### config.mk
export PLATFORM = sky130hd
export DESIGN_NAME = mat_addr_buf
export DESIGN_NICKNAME = d
export VERILOG_FILES = /design/src/rtl/mat_addr_buf.sv
export SDC_FILE = /design/constraint.sdc
export NUM_CORES = 1
export LEC_CHECK = 0
export CAP_MARGIN = 15
export CORE_MARGIN = 2
export CORE_UTILIZATION = 58
export CTS_CLUSTER_SIZE = 10
export DETAILED_ROUTE_END_ITERATION = 12
export DONT_BUFFER_PORTS = 1
export GPL_TIMING_DRIVEN = 0
export PLACE_DENSITY = 0.81
export SYNTH_ARGS = -nofsm -noshare
export SYNTH_HDL_FRONTEND = slang
export SYNTH_SLANG_ARGS = --single-unit
### constraint.sdc
create_clock -name clk -period 8.7 [get_ports clk]
set_input_delay 1.305 -clock clk [delete_from_list [all_inputs] [get_ports clk]]
set_output_delay 1.305 -clock clk [all_outputs]
set_load 0.005 [all_outputs]
### src/rtl/mat_addr_buf.sv
// Feature-point address buffer: collects up to DEPTH addresses, then holds a flat snapshot until acknowledged.
// Writes land 1 cycle after wr_en; snapshot appears 1 cycle after rd_req; writes during HOLD or when full are dropped (sticky overflow).
module mat_addr_buf #(
    parameter int AW        = 15,
    parameter int DEPTH     = 16,
    parameter int MIN_MATCH = 4,
    parameter int DEDUP     = 1,
    parameter int CW        = $clog2(DEPTH + 1)
) (
    input  logic                  clk,
    input  logic                  rst,
    input  logic                  frame_start,
    input  logic                  wr_en,
    input  logic [AW-1:0]         wr_data,
    input  logic                  rd_req,
    input  logic                  rd_ack,
    output logic [DEPTH*AW-1:0]   position,
    output logic [DEPTH-1:0]      slot_valid,
    output logic [CW-1:0]         count,
    output logic                  full,
    output logic                  out_valid,
    output logic                  is_matching,
    output logic                  overflow
);

    typedef enum logic {
        ST_COLLECT = 1'b0,
        ST_HOLD    = 1'b1
    } state_t;

    state_t            r_state;
    state_t            w_state_nxt;

    logic [AW-1:0]     r_slot [DEPTH];
    logic [DEPTH-1:0]  r_valid;
    logic [CW-1:0]     r_count;
    logic              r_overflow;

    logic [AW-1:0]     w_last;
    logic              w_dup;
    logic              w_store;
    logic [CW-1:0]     w_wr_idx;
    logic              w_clear;
    logic              w_ovf_set;
    logic              w_ovf_clr;

    // Most recently stored address; count doubles as the write pointer.
    always_comb begin
        w_last = '0;
        for (int i = 0; i < DEPTH; i++) begin
            if (CW'(i + 1) == r_count) begin
                w_last = r_slot[i];
            end
        end
    end

    assign w_dup = (DEDUP != 0) && (r_count != '0) && (wr_data == w_last);

    always_ff @(posedge clk or posedge rst) begin
        if (rst) begin
            r_state <= ST_COLLECT;
        end else begin
            r_state <= w_state_nxt;
        end
    end

    always_comb begin
        w_state_nxt = r_state;
        w_store     = 1'b0;
        w_wr_idx    = r_count;
        w_clear     = 1'b0;
        w_ovf_set   = 1'b0;
        w_ovf_clr   = 1'b0;
        if (frame_start) begin
            // New frame wins; a same-cycle write becomes slot 0 without dedup.
            w_state_nxt = ST_COLLECT;
            w_clear     = 1'b1;
            w_ovf_clr   = 1'b1;
            w_wr_idx    = '0;
            w_store     = wr_en;
        end else begin
            case (r_state)
                ST_COLLECT: begin
                    if (wr_en) begin
                        if (r_count == CW'(DEPTH)) begin
                            w_ovf_set = 1'b1;
                        end else if (!w_dup) begin
                            w_store = 1'b1;
                        end
                    end
                    if (rd_req) begin
                        w_state_nxt = ST_HOLD;
                    end
                end
                ST_HOLD: begin
                    w_ovf_set = wr_en;
                    if (rd_ack) begin
                        w_state_nxt = ST_COLLECT;
                        w_clear     = 1'b1;
                    end
                end
                default: begin
                    w_state_nxt = ST_COLLECT;
                end
            endcase
        end
    end

    always_ff @(posedge clk or posedge rst) begin
        if (rst) begin
            for (int i = 0; i < DEPTH; i++) begin
                r_slot[i] <= '0;
            end
            r_valid    <= '0;
            r_count    <= '0;
            r_overflow <= 1'b0;
        end else begin
            if (w_clear) begin
                for (int i = 0; i < DEPTH; i++) begin
                    r_slot[i] <= '0;
                end
                r_valid <= '0;
                r_count <= '0;
            end
            if (w_store) begin
                for (int i = 0; i < DEPTH; i++) begin
                    if (CW'(i) == w_wr_idx) begin
                        r_slot[i]  <= wr_data;
                        r_valid[i] <= 1'b1;
                    end
                end
                r_count <= w_wr_idx + CW'(1);
            end
            if (w_ovf_clr) begin
                r_overflow <= 1'b0;
            end else if (w_ovf_set) begin
                r_overflow <= 1'b1;
            end
        end
    end

    // Slot 0 occupies the most significant lane of both flat outputs.
    always_comb begin
        position   = '0;
        slot_valid = '0;
        for (int i = 0; i < DEPTH; i++) begin
            position[(DEPTH - i) * AW - 1 -: AW] = r_slot[i];
            slot_valid[DEPTH - 1 - i]            = r_valid[i];
        end
    end

    assign count       = r_count;
    assign full        = (r_count == CW'(DEPTH));
    assign out_valid   = (r_state == ST_HOLD);
    assign is_matching = out_valid && (r_count >= CW'(MIN_MATCH));
    assign overflow    = r_overflow;

endmodule

After elaboration in Yosys (flattened, before gate mapping):

Cells that the tools add are included.

* memory bits (read-only): 0
* word-level logic and storage cells: 136
* latch bits: 0
* register bits: 263
* memories: 0
* bits in writable memories: 0

* $add $sub $neg: 1
* equal/unequal tests: 33
* shift-type cells: 0
* multipliers: 0
* $lt $le $gt $ge: 1
* div/mod/pow operators: 0
* reductions and logical operators: 6
* muxes and demuxes: 74
* bitwise gates (word level): 1

Operators by type and width (number)
* two-way mux 15 bit: 32
* two-way mux 240 bit: 2
* == test 4 x 5 -> 1 bit, first input constant: 16
* == test 3 x 5 -> 1 bit, first input constant: 8
* two-way mux 1 bit: 33
* two-way mux 16 bit: 2
* == test 2 x 5 -> 1 bit, first input constant: 4
* == test 15 bit: 1
* two-way mux 5 bit: 3
* == test 1 x 5 -> 1 bit, first input constant: 2
* adder 5 x 1 -> 5 bit, second input constant: 1
* == test 5 bit, first input constant: 1
* == test 5 bit, second input constant: 1
* >= comparator 5 x 3 -> 1 bit, second input constant: 1
* logical NOT 5 bit: 1
* nonzero test 5 bit: 1
* case mux 1 bit (2 select lines): 2
* nonzero test 2 bit: 2
* logical AND 1 bit: 2
* NOT 1 bit: 1

Logic depth before layout (Yosys ltp):

* depth in word-level cells: 25
* gate-level depth with buffers: 17
* mapped depth without buffers: 12

Least setup slack after synthesis:

OpenSTA, ideal clock, no wires.

* path kind: input port to flip-flop
* from: in wr_data[4]
* to: reg r_slot, in the netlist position[200]
* arrival time: 3.403 ns
* slack: 5.175 ns
* cell stages on the path: 12
* cell sequence: clkbuf_1 > a31o_2 > a221oi_1 > nand4_1 > nor4_1 > nand4_1 > or4_4 > nand2_4 > buf_12 > o31ai_4 > buf_6 > a32o_1

* longest elaborated chain between the ends: 8

RTL lines
* from (decl): RTL line 14 `input logic [AW-1:0] wr_data,`
* == test 15 bit: RTL line 57 `assign w_dup = (DEDUP != 0) && (r_count != '0) && (wr_data == w_last);`
* logical AND 1 bit: RTL line 57
* two-way mux 1 bit: RTL line 87 `end else if (!w_dup) begin`
* two-way mux 1 bit: RTL line 85 `if (r_count == CW'(DEPTH)) begin`
* two-way mux 1 bit: RTL line 84 `if (wr_en) begin`
* two-way mux 1 bit: RTL line 82 `case (r_state)`
* two-way mux 1 bit: RTL line 74 `if (frame_start) begin`
* two-way mux 240 bit: RTL line 125 `if (w_store) begin`
* to (signal, indexed assignment): RTL line 128 `r_slot[i] <= wr_data;`
* to (decl): RTL line 34 `logic [AW-1:0] r_slot [DEPTH];`

No other way between the ends.
A chain may end at the register's enable or synchronous reset.

Final worst setup path:

* from: reg r_count[0] (netlist: count[0])
* to: reg r_slot, in the netlist position[55]

* longest elaborated chain between the ends: 25
* elaborated cells between the ends (all ways): 45

RTL lines
* from (decl): RTL line 36 `logic [CW-1:0] r_count;`
* from (signal assigned): RTL line 132 `r_count <= w_wr_idx + CW'(1);`
* == test 1 x 5 -> 1 bit: RTL line 51 `if (CW'(i + 1) == r_count) begin`
* two-way mux 15 bit (16 in a row): RTL line 51
* == test 15 bit: RTL line 57
* logical AND 1 bit: RTL line 57
* two-way mux 1 bit: RTL line 87
* two-way mux 1 bit: RTL line 85
* two-way mux 1 bit: RTL line 84
* two-way mux 1 bit: RTL line 82
* two-way mux 1 bit: RTL line 74
* two-way mux 240 bit *: RTL line 125

Mark *: on every way between the ends. The rest lies on a longest branch, timed or not.

==> PnR_summary.wiki <==
{| class="wikitable"
! Metric !! Value
|-
| Run status || finished clean
|-
| Clock Tree Buf Depth || 3
|-
| Maximum level of the CTS H-tree || 1
|-
| Series of cell instances along the critical path || buf_4 -> inv_1 -> buf_1 -> nor2_1 -> a21oi_1 -> o21ai_0 -> a2111oi_0 -> clkbuf_2 -> mux2i_1 -> nand4_1 -> or4_4 -> nand2_4 -> or3_1 -> buf_4 -> buf_6 -> mux2i_1
|-
| Power per Cell Area || about 190 mW/mm²
|-
| Top library cells by usage in the layout, fill and taps aside || 263 x sky130_fd_sc_hd__dfrtp_1, 221 x sky130_fd_sc_hd__nand2_1, 195 x sky130_fd_sc_hd__mux2i_1
|-
| Pin slew with the least headroom to its limit || just over 1 ns
|-
| Final cycle utilization of the critical path || between 50% and 60%
|-
| Total design power || roughly 2.9 mW
|-
| Clock period minus worst slack || ~5.2 ns
|-
| Placed wire-length estimate || around 45000 µm
|-
| Synthesized net count || roughly 1400
|-
| Hold path endpoint || r_valid[14]
|-
| TritonCTS clock tree || done
|-
| Routed WL || between 60000 and 70000 µm
|-
| DR WL/cell || roughly 35 µm
|-
| Critical path capture point type || register
|-
| Met2 routed WL || approximately 26000 µm
|-
| Routed wl met3 || 8394 µm
|-
| Switching Power || 0.8411 mW
|-
| Synth top area share || a little under half
|-
| Post-layout util || approximately 65%
|-
| Wire length of the first global-routing pass || just under 90000 µm
|-
| Via count of the first global-routing pass || about 12000
|-
| R2R Path End || position[55]
|-
| Synthesized instance count || approximately 1400
|-
| Clock sink total || between 200 and 300
|-
| Maximum cell stage delay along the critical path || between 0.7 and 0.8 ns
|-
| Number of synthesized flops with an enable pin || 0
|-
| Prevailing post-synth register cell || sky130_fd_sc_hd__dfrtp_1
|-
| Cell total after placement || about 1700
|-
| Number of antenna violations at the first check in global routing || 1
|-
| Worst Path Required || about 9 ns
|-
| Number of buffers created by CTS || 31
|-
| Crit path arrival time || ~5.6 ns
|-
| Number of max-slew violations in the final report || 0
|-
| Clock root cell || sky130_fd_sc_hd__clkbuf_16
|-
| Row count || 56
|-
| Vertical die dimension || around 160 µm
|-
| Post-Syn Area || around 0.014 mm²
|-
| Post-route insts no fill || about 1700
|-
| Post CTS Setup Buffer Count || 0
|-
| Vias per std cell || 7.368
|-
| Remaining number of nets flagged by the antenna check after routing || 0
|-
| NumNets Final || around 1400
|-
| Total routing usage reported by global routing || around 47%
|-
| Slowest cell on the critical path || sky130_fd_sc_hd__buf_1
|-
| Post-CTS Hold Buffers || 0
|-
| Largest cells by area after synthesis || sky130_fd_sc_hd__dfrtp_1 47%, sky130_fd_sc_hd__mux2i_1 14%, sky130_fd_sc_hd__nand2_1 5.9%
|-
| Worst flop-to-flop path startpoint || count[0]
|-
| Post-synthesis cell type count || 73
|-
| Synth Register Bits || approximately 260
|-
| Hold path startpoint || r_valid[14]
|-
| Share of total power in combinational logic || 14.8%
|-
| Metal-1 WL || 22770 µm
|-
| Achievable Freq || ~0.19 GHz
|-
| Post-synthesis area per instance || about 10 µm²
|-
| Most common cell after layout, fill and taps aside || sky130_fd_sc_hd__dfrtp_1
|-
| Layout overhead on the synthesized area || 9.562%
|-
| GRT overflow || 0
|-
| Maximum vdd drop || 0.2192 mV
|-
| Sequential cell area fraction in the yosys report || 47.09%
|-
| R2r worst-path depth || 16
|-
| Leakage component of the power || about 7 nW
|-
| Clock Latency Late Sink || 0.57 ns
|-
| Worst Hold Class || reg -> reg
|-
| Setup repair after global routing missed its margin || false
|-
| Die span in x || 159.2 µm
|-
| Setup slack on the worst flop-to-flop path || ~3.5 ns
|-
| DRT iter0 DRCs || 2166
|-
| Input/output buffers || 0
|-
| Final hold violations || 0
|-
| Number of resized instances in the post-cts repair step || 0
|-
| Crit start category || register
|-
| Routed via count || between 10000 and 15000
|-
| Clock-pin slew on the worst setup and hold paths || roughly 0.060 ns
|-
| GPL Wtd Cong || between 1 and 1.5
|-
| Final setup skew || a little over 0.02 ns
|-
| Internal power contribution || 2.038 mW
|-
| Overall die area || between 0.02 and 0.03 mm²
|-
| Core outline area || 0.02354 mm²
|-
| Fraction of layout cells with a size suffix above 1 || 10.27%
|-
| Top-Level Pins || between 200 and 300
|-
| Maximum number of pins on one net before global-route repair || between 100 and 150
|-
| Post-route setup TNS || 0 ns
|-
| Proportion of total power due to net switching || between 20% and 30%
|-
| Cell taking the most area after synthesis || sky130_fd_sc_hd__dfrtp_1
|-
| Post-synthesis async set-or-reset flop share || 100.0%
|-
| Clk pwr share || 40.6%
|-
| DRC Markers || 0
|-
| DR pass1 iterations || 6
|-
| Top routing layer in use || met4
|-
| Number of warnings reported in the yosys synthesis log || 0
|-
| Number of violations of the max-capacitance limit || 0
|-
| Initial Utilization || 59.36%
|-
| Max-Slew Margin vs Limit || 31.42%
|-
| Largest driver fanout on the critical path || 10
|-
| Part of the total power dissipated in sequential elements || between 40% and 50%
|-
| Worst setup path class || reg -> reg
|-
| Final setup fails || 0
|-
| Worst hold stages || 2
|}
-- critical path, delay by kind of cell (launching register included) --
kind                   cells  cell delay (ns)
AND/OR/NAND/NOR            5             1.25
flip-flops                 1             0.57
AO/OA/AOI/OAI              3             0.66
multiplexers               2             0.55
buffers and inverters      6             2.03
-- cells in the mapped netlist, drive strengths merged, types with 32 or more instances --
cell type	n
a21oi	44
a22o	34
a32o	51
buf	65
clkbuf	65
dfrtp	263
inv	32
mux2i	195
nand2	222
nor2	55
nor3	34
o21ai	46
-- sequential cells by signal (all words and copies together) (netlist names) --
register and flops:
count 5, out_valid 1, overflow 1, position 240, r_valid 16
-- layout make-up --
cell class	count	area, µm²
buffer	130	738.2
multi-input combinational	934	6535
tap	319	399.1
fill	1941	8232
clock inverter	3	46.29
antenna	2	5.005
clock buffer	37	818.3
timing repair buffer	3	60.06
inverter	32	127.6
sequential	263	6581
-- power groups by stage --
stage	logic, mW	clock network (mW)	registers [mW]
global placement	0.392	0	1.30
global route	0.435	1.21	1.29
CTS	0.402	1.16	1.28
floorplan	0.248	0	1.29
finish	0.426	1.17	1.28
detailed placement	0.399	0	1.30
-- stage by stage --
step | cell area, µm² | worst slack, ns | hold WS [ns]
finish | 15310 | 3.525 | 0.5064
global route | 15310 | 3.477 | 0.5222
floorplan | 13970 | 0.1548 | 0.4701
CTS | 15300 | 3.436 | 0.5091
detailed placement | 14440 | 3.462 | 0.4953
global placement | 14370 | -2.453 | 0.4915
-- cell families (layout without fill, tap and decap cells) --
logic type      Yosys count  count (layout)  synth area share [%]
simple gates            416             416                 14.28
compound gates          302             302                 16.85
flops                   263             263                 47.09
mux                     207             207                 14.93
buf+inv                 162             205                 6.142
fa+ha+maj                 5               5                0.4477
xor+xnor                  4               4                0.2507
other cells               0               2                     0
-- worst max-delay path by stage --
stage          startpoint            end  slack, ns  cells after the start
6_report         count[0]   position[55]       3.53                     16
3_3_place_gp          rst  position[121]      -2.45                      1
5_1_grt          count[0]   position[41]       3.48                     16
2_1_floorplan         rst       count[0]       0.15                      1
4_1_cts          count[0]   position[41]       3.44                     15
3_5_place_dp     count[0]   position[41]       3.46                     15
-- metal layers --
metal  up-vias  track usage (%)
met5         -                0
met3       254            17.30
met2      1142            70.00
li1       5009                -
met1      6290            61.77
met4         0            22.44
(Power assumes the default switching activity.)
